**src/rtl/prio_readout_ctrl_pkg.sv**
```systemverilog
// Shared constants and state encoding for the priority readout controller.
// MEM_SIZE_DEF is the per-channel address width used by default.
package prio_readout_ctrl_pkg;

    localparam int MEM_SIZE_DEF = 6;
    localparam int CNT_W        = 8;

    typedef enum logic [1:0] {
        ST_IDLE  = 2'd0,
        ST_SETUP = 2'd1,
        ST_RUN   = 2'd2,
        ST_DONE  = 2'd3
    } state_e;

endpackage

```
**src/rtl/prio_readout_ctrl_enc.sv**
```systemverilog
// Lowest-index-first priority encoder: one-hot grant, binary index and any flag.
// All outputs are zero when en_i is low or no request is present.
module prio_enc_onehot #(
    parameter int N     = 4,
    parameter int IDX_W = 2
) (
    input  logic [N-1:0]     req_i,
    input  logic             en_i,
    output logic [N-1:0]     gnt_o,
    output logic [IDX_W-1:0] idx_o,
    output logic             any_o
);

    // NOTE: every output gets a default before the loop so no latch is inferred.
    always_comb begin
        gnt_o = '0;
        idx_o = '0;
        any_o = 1'b0;
        if (en_i) begin
            // Scan high to low so the lowest requesting index is written last and wins.
            for (int i = N - 1; i >= 0; i--) begin
                if (req_i[i]) begin
                    gnt_o    = '0;
                    gnt_o[i] = 1'b1;
                    idx_o    = IDX_W'(i);
                    any_o    = 1'b1;
                end
            end
        end
    end

endmodule

```
**src/rtl/prio_readout_ctrl.sv**
```systemverilog
// Crossing sequencer and fixed-priority readout arbiter for NSRC channels:
// init/setup sequencing, one grant per cycle, registered {src, addr} read address, cycle budget.
module prio_readout_ctrl
    import prio_readout_ctrl_pkg::*;
#(
    parameter int NSRC         = 4,
    parameter int SRC_W        = 2,
    parameter int MEM_SIZE     = MEM_SIZE_DEF,
    parameter int SETUP_CYCLES = 2,
    parameter int MAX_CYCLES   = 40
) (
    input  logic                      clk,
    input  logic                      reset_n,
    input  logic                      start,
    input  logic                      ready,
    input  logic [NSRC-1:0]           has_dat,
    input  logic [NSRC*MEM_SIZE-1:0]  addr_in,
    output logic                      init,
    output logic                      setup,
    output logic [NSRC-1:0]           sel,
    output logic [SRC_W+MEM_SIZE-1:0] rd_addr,
    output logic                      rd_en,
    output logic                      busy,
    output logic                      done,
    output logic                      truncated
);

    state_e                    state_q, state_d;
    logic [CNT_W-1:0]          setup_cnt_q, setup_cnt_d;
    logic [CNT_W-1:0]          run_cnt_q, run_cnt_d;
    logic                      truncated_q, truncated_d;
    logic                      rd_en_q;
    logic [SRC_W+MEM_SIZE-1:0] rd_addr_q;

    logic [MEM_SIZE-1:0]       addr_arr [NSRC];
    logic [NSRC-1:0]           gnt;
    logic [SRC_W-1:0]          gnt_idx;
    logic                      gnt_any;
    logic                      arb_en;

    for (genvar g = 0; g < NSRC; g++) begin : g_addr
        assign addr_arr[g] = addr_in[g*MEM_SIZE +: MEM_SIZE];
    end

    // A start in any state aborts the crossing, so it also suppresses the grant that cycle.
    assign arb_en = (state_q == ST_RUN) && ready && !start;

    prio_enc_onehot #(
        .N     (NSRC),
        .IDX_W (SRC_W)
    ) u_enc (
        .req_i (has_dat),
        .en_i  (arb_en),
        .gnt_o (gnt),
        .idx_o (gnt_idx),
        .any_o (gnt_any)
    );

    always_comb begin
        state_d     = state_q;
        setup_cnt_d = setup_cnt_q;
        run_cnt_d   = run_cnt_q;
        truncated_d = truncated_q;
        init        = 1'b0;
        setup       = 1'b0;
        busy        = 1'b0;
        done        = 1'b0;

        unique case (state_q)
            ST_IDLE: ;
            ST_SETUP: begin
                setup = 1'b1;
                busy  = 1'b1;
                init  = (setup_cnt_q == CNT_W'(SETUP_CYCLES - 1));
                if (setup_cnt_q == '0) begin
                    state_d   = ST_RUN;
                    run_cnt_d = '0;
                end else begin
                    setup_cnt_d = setup_cnt_q - 1'b1;
                end
            end
            ST_RUN: begin
                busy      = 1'b1;
                run_cnt_d = run_cnt_q + 1'b1;
                // Drained takes precedence: truncation is only flagged while data remains.
                if (has_dat == '0) begin
                    state_d = ST_DONE;
                end else if (run_cnt_q == CNT_W'(MAX_CYCLES - 1)) begin
                    state_d     = ST_DONE;
                    truncated_d = 1'b1;
                end
            end
            ST_DONE: begin
                done    = !start;
                state_d = ST_IDLE;
            end
            default: state_d = ST_IDLE;
        endcase

        if (start) begin
            state_d     = ST_SETUP;
            setup_cnt_d = CNT_W'(SETUP_CYCLES - 1);
            truncated_d = 1'b0;
        end
    end

    // NOTE: sequential state uses non-blocking assignments so every register samples pre-edge values.
    always_ff @(posedge clk or negedge reset_n) begin
        if (!reset_n) begin
            state_q     <= ST_IDLE;
            setup_cnt_q <= '0;
            run_cnt_q   <= '0;
            truncated_q <= 1'b0;
            rd_en_q     <= 1'b0;
            rd_addr_q   <= '0;
        end else begin
            state_q     <= state_d;
            setup_cnt_q <= setup_cnt_d;
            run_cnt_q   <= run_cnt_d;
            truncated_q <= truncated_d;
            rd_en_q     <= gnt_any;
            if (gnt_any) begin
                rd_addr_q <= {gnt_idx, addr_arr[gnt_idx]};
            end
        end
    end

    assign sel       = gnt;
    assign rd_en     = rd_en_q;
    assign rd_addr   = rd_addr_q;
    assign truncated = truncated_q;

endmodule
```
**config.mk**
```make
export PLATFORM = sky130hd
export DESIGN_NAME = prio_readout_ctrl
export DESIGN_NICKNAME = d
export VERILOG_FILES = /design/src/rtl/prio_readout_ctrl_pkg.sv /design/src/rtl/prio_readout_ctrl_enc.sv /design/src/rtl/prio_readout_ctrl.sv
export SDC_FILE = /design/constraint.sdc
export NUM_CORES = 1
export LEC_CHECK = 0
export ABC_AREA = 1
export CELL_PAD_IN_SITES_DETAIL_PLACEMENT = 0
export CELL_PAD_IN_SITES_GLOBAL_PLACEMENT = 1
export CORE_UTILIZATION = 37
export DETAILED_ROUTE_END_ITERATION = 8
export PLACE_DENSITY_LB_ADDON = 0.1
export SYNTH_ARGS = -nofsm -noshare
export SYNTH_HDL_FRONTEND = slang
export SYNTH_SLANG_ARGS = --single-unit
export TNS_END_PERCENT = 30
```
**constraint.sdc**
```tcl
create_clock -name clk -period 3.51 [get_ports clk]
set_input_delay 0.5265 -clock clk [delete_from_list [all_inputs] [get_ports clk]]
set_output_delay 0.5265 -clock clk [all_outputs]
set_load 0.03 [all_outputs]
```
==> results of run 1 <==
## sequential cells by signal, indices dropped and copies added (netlist names)
name	cells
rd_addr	8
run_cnt_q	8
setup_cnt_q	8
state_q	2
rd_en	1
truncated	1
## power breakdown
group / leakage, nW / switching (mW) / internal (mW) / total, mW
sequential: 0.369 / 0.0796 / 0.422 / 0.501
combinational: 0.869 / 0.565 / 0.339 / 0.904
clock: 0.0288 / 0.0981 / 0.100 / 0.198
## cells in the mapped netlist (5+ instances only)
cell,n
sky130_fd_sc_hd__nand2_1,87
sky130_fd_sc_hd__o21ai_0,5
sky130_fd_sc_hd__ha_1,7
sky130_fd_sc_hd__a21oi_1,5
sky130_fd_sc_hd__nor3_1,5
sky130_fd_sc_hd__dfrtp_1,28
sky130_fd_sc_hd__nor2_4,5
sky130_fd_sc_hd__nand3_1,40
sky130_fd_sc_hd__nand4_1,7
sky130_fd_sc_hd__inv_1,48
sky130_fd_sc_hd__nor2_1,19
## routing by layer
metal	vias up	wire length, µm
li1	994	-
met1	799	2010
met2	34	2020
met3	4	153
met4	0	37
met5	-	0
## final cells by class
cell class / instances / area, µm² / area share (%)
Clock buffer: 4 / 55.1 / 2.15
Inverter: 52 / 195 / 7.61
Multi-Input combinational cell: 200 / 1020 / 39.8
Sequential cell: 28 / 701 / 27.3
Tap cell: 70 / 87.6 / 3.41
Timing Repair Buffer: 51 / 505 / 19.7
## stage by stage
stage	cell area, µm²	setup slack (ns)
after floorplan	1970	1.42
after global placement	2510	0.739
after detailed placement	2510	0.692
after CTS	2570	0.459
after global routing	2570	0.322
final	2570	0.519
## how the worst max path moves through the flow
| stage | depth (start not counted) | end | startpoint | slack (ns) |
|---|---|---|---|---|
| floorplan | 6 | sel[1] | state_q[0] | 1.42 |
| global placement | 5 | sel[1] | start | 0.74 |
| detailed placement | 5 | sel[1] | start | 0.69 |
| CTS | 7 | sel[1] | state_q[0] | 0.46 |
| global route | 7 | sel[1] | state_q[0] | 0.32 |
| finish | 7 | sel[1] | state_q[0] | 0.52 |
## worst max-delay path: cells and delay by family (launching register included)
| kind | cells | cell delay [ns] |
|---|---|---|
| buf+inv | 3 | 0.83 |
| simple gates | 3 | 0.52 |
| flops | 1 | 0.42 |
| fa+ha+maj | 1 | 0.41 |
## logic make-up (layout without fill, tap and decap cells)
logic type,Yosys count,count (layout),synth area share (%)
simple gates,175,175,41.7
flops,28,28,35.5
buf+inv,58,107,12.7
xor+xnor,1,1,0.444
compound gates,17,17,5.26
fa+ha+maj,7,7,4.44
==> results by stage, run 1 <==
Placed design:
- The post-DP HPWL is about 3300 µm.
- The total of buffers placed on input and output ports is 49.
- After detailed placement, the design holds a cell count of about 400.
- The placer's final routability congestion estimate is 0.741.

Route:
- After detailed routing, the total wire length is about 4200 µm.
- The count of nets left with antenna violations after detail routing is 0.
- The remaining routing DRC violations is 0.
- The iteration-0 DRC count of the detailed router is 55.
- The total number of vias is roughly 1800.
- The post-detailed-route via-to-cell ratio is ~4.5.
- For this run, the detailed router's first-pass iteration total came to 4.
- In the final routed layout, each cell accounts on average for approximately 10 µm.

Layout:
- Leaving out fill and tap cells, the most frequent cell in the layout is sky130_fd_sc_hd__nand2_1.
- The layout has around 520 filler cells.
- Once layout is complete, the cells apart from fillers number around 410.
- The antenna cell count is 0.
- The top cell types in the final layout, fill and taps aside, are sky130_fd_sc_hd__nand2_1 (87), sky130_fd_sc_hd__clkdlybuf4s50_1 (49), sky130_fd_sc_hd__inv_1 (48), sky130_fd_sc_hd__nand3_1 (40), sky130_fd_sc_hd__dfrtp_1 (28).
- The final-stage net count is 375.
- The fraction of layout cells with a size suffix above 1 is 8.36%.
- The layout overhead on the synthesized area is 30.1%.
- Measured on the finished design, the core utilization comes to about half.

Clock network:
- The clock sink count is 28.
- The maximum clock path buffer count is 2.
- The buffer count from post-CTS setup fixing is 0.
- The number of gates resized after CTS was 0.
- The CTS tree is yes.
- The H-tree depth reported by CTS is 1.
- At the later pin of the worst-skew pair, clock insertion delay measures about 0.27 ns.
- The root buffer cell is sky130_fd_sc_hd__clkbuf_8.
- Clock-pin slew was measured on the worst setup and hold paths at ~0.09 ns.
- After clock tree synthesis, the flow added hold-fix buffers numbering 0.
- The number of CTS-inserted buffers is 3.

Yosys:
- The synthesized net count is approximately 330.
- The number of warnings printed during yosys synthesis is 0.
- A synthesized cell averages roughly 6.9 µm².
- Synthesis produced a netlist whose cell count is roughly 290.
- For this run, the leading register cell type out of synthesis is sky130_fd_sc_hd__dfrtp_1.
- The share of the yosys chip area belonging to registers is 35.5%.
- The synthesized design contains 0 enable-type register cells.
- The synthesized design contains 28 register bits.
- Sorting the synthesized cells by area gives the leading types as sky130_fd_sc_hd__dfrtp_1 (36%), sky130_fd_sc_hd__nand2_1 (17%), sky130_fd_sc_hd__nand3_1 (10%), sky130_fd_sc_hd__inv_1 (9.1%), sky130_fd_sc_hd__ha_1 (4.4%).
- The largest area contributor in the netlist is sky130_fd_sc_hd__dfrtp_1.
- The proportion of register bits with asynchronous set or reset after synthesis is 100%.
- Summed over its instances, the top area cell type makes up between 30% and 40% of the synthesized netlist area.
- The number of different library cells used by synthesis comes to 26.
- The summed instance area of the synthesized netlist is 1970 µm².

Run:
- The max-cap violation count is 0.

Critical path:
- The worst register-to-register path ends at rd_addr[0].
- The signal on the critical path passes through inv_1, ha_1, nand2_1, nor2_4, inv_1, nor3_1, clkdlybuf4s50_1.
- The signal arrival time at the worst endpoint is roughly 2.5 ns.
- The cell count of the worst reg-to-reg path is 10.
- Counting stages on the worst path, the most repeated cell is sky130_fd_sc_hd__inv_1.
- The maximum single-stage delay on the critical path is roughly 0.7 ns.
- The critical path startpoint category is a flip-flop.
- The worst setup path is of the flip-flop to output port kind.
- The highest-delay cell along the critical path is sky130_fd_sc_hd__clkdlybuf4s50_1.
- Of all nets on the critical path, the largest fanout is 11.
- The launch point of the worst reg-to-reg path is state_q[0].
- The capturing element type of the critical path is an output port.
- The worst setup slack for register-to-register paths is 1.43 ns.
- The data required time of the critical path is just under 3 ns.

Power:
- VDD sags by at most between 0.2 and 0.25 mV.
- For this design the ratio of total power to cell area is 625 nW/µm².
- For this design the static power due to leakage is between 1 and 1.5 nW.
- Summing internal, switching and leakage power gives roughly 1.6 mW.

Floorplanning:
- 50 I/O pins were placed.
- The number of cell rows is 26.
- The die extent in y is about 75 µm.
- The die footprint is 5630 µm².
- The initial core utilization is 38.6%.
- Measured along the x axis, the die boundary spans ~75 µm.
- The core region is between 5000 and 6000 µm².

GRT:
- Global routing finished with a remaining overflow of 0.
- The number of global-route vias before repair is approximately 1700.
- The global routing usage summed across all routing layers is between 10% and 20%.
- The maximum number of pins on one net before global-route repair is 29.
- The global routing stage identified its most utilized layer as met2.
- The number of antenna violations at the first check in global routing is 0.
- The first-pass GRT wire length is between 7000 and 8000 µm.
- The met2 track demand over resource is 30.0%.
- Global routing used between 2 and 2.5% of the available met3 tracks.
- For met1 alone, demand over resource in global routing was 19.8%.

Status:
- The flow ran to the end, and the final reports show no timing, DRC or antenna violations.

STA:
- The final critical path takes up approximately 85% of the cycle.
- The relative slew slack is between 70% and 80%.
- The number of endpoints with negative hold slack in the final report is 0.
- Across all hold checks on the routed design, the worst slack comes to ~0.50 ns.
- The setup TNS is 0 ns.
- The shortest clock period the worst path allows after layout is roughly 3 ns.
- Setup repair after global routing left no endpoint under its margin.
- For the pin with the worst max-slew slack, the measured transition is roughly 0.42 ns.
- Setup violations remaining at the end of the flow were counted as 0.
- The total count of max-transition violations in the final report is 0.
- The highest clock rate is between 300 and 400 MHz.
- On the final layout, the worst clock skew is just under 0.003 ns.

Hold path:
- The source of the worst hold timing path is rd_addr[3].
- The worst hold path terminates at rd_addr[3].
- The worst hold path belongs to the class flip-flop to flip-flop.
- The number of cells on the worst hold path is 2.
Note: power is estimated with default switching activity, not from simulation.
==> run 2, diff against run 1 <==
Settings changed: ABC_AREA 1 to unset, SLEW_MARGIN set to 15.
==> results by stage, run 2 <==
STA:
- The total count of max-transition violations in the final report is 0 (unchanged).
- The transition time at the pin with the least slew margin is 0.662 ns (was 0.425 ns).
- The highest clock rate is 319 MHz (was 334 MHz).
- RSZ-0062 raised after global routing: no (unchanged).
- The number of endpoints with negative hold slack in the final report is 0 (unchanged).
- The final worst setup slack was 0.372 ns (was 0.519 ns).
- The shortest clock period the worst path allows after layout is 3.14 ns (was 2.99 ns).
- The number of endpoints failing setup at the final stage is 0 (unchanged).
- The smallest hold slack is 0.493 ns (was 0.497 ns).
- The share of the clock period used by the worst path after layout is 89.4% (was 85.2%).
- The setup TNS was 0 ns (unchanged).
- The relative slew slack came to 55.5% (was 71.6%).
- The setup clock skew after layout was 0.00595 ns (was 0.00296 ns).

Yosys:
- The area share of the leading cell type in the synthesized netlist was 42.1% (was 35.5%).
- The number of flip-flops and latches in the synthesized netlist is 28 (unchanged).
- The dominant cell by count in the synthesized netlist was sky130_fd_sc_hd__dfrtp_1 (was sky130_fd_sc_hd__nand2_1).
- Main area contributors after synthesis: sky130_fd_sc_hd__dfrtp_1 (42%), sky130_fd_sc_hd__ha_1 (5.3%), sky130_fd_sc_hd__o21ai_0 (4.5%), sky130_fd_sc_hd__nor2_1 (4.1%), sky130_fd_sc_hd__a221o_1 (3.6%) (was sky130_fd_sc_hd__dfrtp_1 (36%), sky130_fd_sc_hd__nand2_1 (17%), sky130_fd_sc_hd__nand3_1 (10%), sky130_fd_sc_hd__inv_1 (9.1%), sky130_fd_sc_hd__ha_1 (4.4%)).
- The average size of a mapped cell is 9.10 µm² (was 6.90 µm²).
- The number of warnings printed during yosys synthesis is 0 (unchanged).
- The synthesized net count came to 222 (was 325).
- The summed instance area of the synthesized netlist is 1670 µm² (was 1970 µm²).
- The share of the yosys chip area belonging to registers is 42.1% (was 35.5%).
- The count of flip-flops with a built-in enable after synthesis is 0 (unchanged).
- The proportion of register bits with asynchronous set or reset after synthesis is 100% (unchanged).
- The number of instances in the synthesized netlist came to 183 (was 286).
- The largest area contributor in the netlist was sky130_fd_sc_hd__dfrtp_1 (unchanged).
- Top cells by instance count after synthesis: sky130_fd_sc_hd__dfrtp_1 (28), sky130_fd_sc_hd__nor2_1 (18), sky130_fd_sc_hd__nand2_1 (15), sky130_fd_sc_hd__o21ai_0 (15), sky130_fd_sc_hd__inv_1 (9) (was sky130_fd_sc_hd__nand2_1 (87), sky130_fd_sc_hd__inv_1 (48), sky130_fd_sc_hd__nand3_1 (40)).
- The count of cell types in the netlist is 40 (was 26).
- The flip-flop cell with the highest count after synthesis is sky130_fd_sc_hd__dfrtp_1 (unchanged).

Critical path:
- The capturing element type of the critical path was an output port (unchanged).
- The data required time of the critical path is 2.98 ns (about the same).
- The maximum single-stage delay on the critical path is 0.70 ns (was 0.69 ns).
- The type of the setup path with the least slack is flip-flop to output port (unchanged).
- The critical path startpoint category is a flip-flop (unchanged).
- The highest-delay cell along the critical path is sky130_fd_sc_hd__clkdlybuf4s50_1 (unchanged).
- The biggest fanout along the worst timing path is 10 (was 11).
- CP cell instances: inv_1, ha_1, or4b_1, nor3_1, clkdlybuf4s50_1 (was inv_1, ha_1, nand2_1, nor2_4, inv_1, nor3_1, clkdlybuf4s50_1).
- The signal arrival time at the worst endpoint is 2.61 ns (was 2.46 ns).

Placed design:
- The placer's final routability congestion estimate is 0.805 (was 0.741).
- The total placed instance area came to 2200 µm² (was 2510 µm²).
- The total of buffers placed on input and output ports is 49 (unchanged).
- The worst setup timing slack at the placement stage is 0.676 ns (was 0.692 ns).
- The post-DP HPWL is 3080 µm (was 3350 µm).

Layout:
- The layout overhead on the synthesized area is 35.7% (was 30.1%).
- The final non-filler cell area is 2260 µm² (was 2570 µm²).
- The antenna cell count is 0 (unchanged).
- The fraction of layout cells with a size suffix above 1 is 5.19% (was 8.36%).
- The number of inserted filler cells in the final layout came to 383 (was 519).
- The most frequent standard cell in the layout excluding fill and tap cells is sky130_fd_sc_hd__clkdlybuf4s50_1 (was sky130_fd_sc_hd__nand2_1).
- Commonest cells after routing, fill and taps aside: sky130_fd_sc_hd__clkdlybuf4s50_1 (46), sky130_fd_sc_hd__dfrtp_1 (28), sky130_fd_sc_hd__nor2_1 (18), sky130_fd_sc_hd__nand2_1 (15), sky130_fd_sc_hd__o21ai_0 (15) (was sky130_fd_sc_hd__nand2_1 (87), sky130_fd_sc_hd__clkdlybuf4s50_1 (49), sky130_fd_sc_hd__inv_1 (48), sky130_fd_sc_hd__nand3_1 (40), sky130_fd_sc_hd__dfrtp_1 (28)).
- The final-stage net count is 271 (was 375).
- The area used by multi-input combinational logic came to 892 µm² (was 1020 µm²).
- The sequential cell area is 701 µm² (unchanged).
- The final standard cell utilization of the core is 51.9% (was 50.2%).

Route:
- The total number of vias was 1558 (was 1831).
- The detail-routed net length per standard cell is 14.5 µm (was 10.4 µm).
- The count of nets left with antenna violations after detail routing is 0 (unchanged).
- The routed wire length is 4100 µm (was 4230 µm).
- The detailed-router iteration count before antenna repair is 4 (unchanged).
- The iteration-0 DRC count of the detailed router is 100 (was 55).
- The remaining routing DRC violations was 0 (unchanged).
- The post-detailed-route via-to-cell ratio is 5.51 (was 4.52).

Power:
- The share of power burned in combinational logic came to 53.9% (was 56.4%).
- The worst ir drop on vdd is 0.339 mV (was 0.216 mV).
- The power share of the clock group is 13.1% (was 12.4%).
- The power dissipated by switching net loads is 670 µW (was 743 µW).
- The power density normalized to cell area is 678 nW/µm² (was 625 nW/µm²).
- The switching portion of total power is 43.7% (was 46.3%).
- The cell-internal power is 862 µW (was 861 µW).
- The static power due to leakage came to 0.968 nW (was 1.27 nW).
- The part of the total power dissipated in sequential elements is 33.0% (was 31.3%).

GRT:
- The number of antenna violations at the first check in global routing is 0 (unchanged).
- The maximum number of pins on one net before global-route repair is 29 (unchanged).
- The number of global-route vias before repair is 1493 (was 1699).
- The total grt overflow is 0 (unchanged).
- The first-pass GRT wire length was 6780 µm (was 7220 µm).
- The global routing usage summed across all routing layers is 17.3% (was 16.1%).

Clock network:
- The hold-fix buffer count after cts is 0 (unchanged).
- The maximum clock path buffer count is 2 (unchanged).
- The register clock-pin slew on the reported worst setup and hold paths is 0.09 ns (about the same).
- The number of CTS-inserted buffers is 3 (unchanged).
- The H-tree depth reported by CTS was 1 (unchanged).
- The CTS tree is yes (unchanged).
- The buffer count from post-CTS setup fixing was 0 (unchanged).
- The root buffer cell is sky130_fd_sc_hd__clkbuf_8 (unchanged).
- The number of resized instances in the post-cts repair step is 0 (unchanged).
- The clock sink count is 28 (unchanged).
- The worst-skew pair later-pin latency is 0.27 ns (about the same).

Run:
- The max-cap violation count was 0 (unchanged).

Hold path:
- The class of the tightest hold or removal check was flip-flop to flip-flop (unchanged).

Floorplanning:
- The die width is 69.1 µm (was 75.0 µm).
- The top-level port count is 50 (unchanged).
- The area of the placeable core was 4350 µm² (was 5110 µm²).
- The number of cell rows is 24 (was 26).
- The die extent in y is 69.1 µm (was 75.0 µm).
- The initial core utilization is 38.2% (was 38.6%).
- The die footprint is 4770 µm² (was 5630 µm²).

Status:
- Result of the run: finished clean (unchanged).
[run 2: power groups by stage]
stage / clock network (mW) / registers [mW] / logic, mW
2_1_floorplan: 0 / 0.562 / 0.495
4_1_cts: 0.211 / 0.504 / 0.831
6_report: 0.200 / 0.505 / 0.826
3_5_place_dp: 0 / 0.510 / 0.826
5_1_grt: 0.229 / 0.520 / 0.895
3_3_place_gp: 0 / 0.503 / 0.821
[run 2: per-stage QoR]
stage / cells / power, mW
finish: 283 / 1.53
floorplan: 183 / 1.06
CTS: 283 / 1.55
global route: 283 / 1.64
detailed placement: 279 / 1.34
global placement: 279 / 1.32
[run 2: logic make-up after synthesis]
group,after synthesis,synth area share (%)
simple gates,74,23.5
compound gates,50,21.6
flops,28,42.1
buf+inv,18,4.36
fa+ha+maj,7,5.26
xor+xnor,5,2.63
mux,1,0.601
[run 2: critical path, delay by kind of cell, from the launching register on]
kind	cells	cell delay [ns]
adder cells (fa/ha/maj)	1	0.32
buffers and inverters	2	0.81
flip-flops	1	0.44
AND/OR/NAND/NOR	2	0.78
[run 2: area by class of cell]
class                           instances  share of cell area [%]
Clock buffer                            4                    2.44
Inverter                                9                    1.50
Multi-Input combinational cell        137                    39.5
Sequential cell                        28                    31.0
Tap cell                               52                    2.88
Timing Repair Buffer                   53                    22.7
[run 2: final timing paths]
check | depth (start not counted) | slack (ns) | to | start
max in group asynchronous | 2 | 2.62 | state_q[1] | reset_n
worst max-delay path | 5 | 0.37 | init | state_q[1]
worst min-delay path | 2 | 0.49 | rd_addr[6] | rd_addr[6]
worst min register to register | 2 | 0.49 | rd_addr[6] | rd_addr[6]
min in group asynchronous | 2 | 0.62 | run_cnt_q[2] | reset_n
worst max register to register | 6 | 1.03 | state_q[1] | state_q[1]
[run 2: per-layer routing]
metal / track usage, % / vias up / part of all wire [%]
met5: 0 / - / 0
met4: 5.67 / 0 / 1.2
met3: 3.80 / 4 / 6.1
met2: 27.8 / 61 / 46
met1: 22.9 / 730 / 47
li1: - / 763 / -
==> run 3, diff against run 2 <==
Settings changed: GPL_TIMING_DRIVEN set to 1.
==> results of run 3 <==
No change in the layout: final DEF, timing and power equal those of run 2.
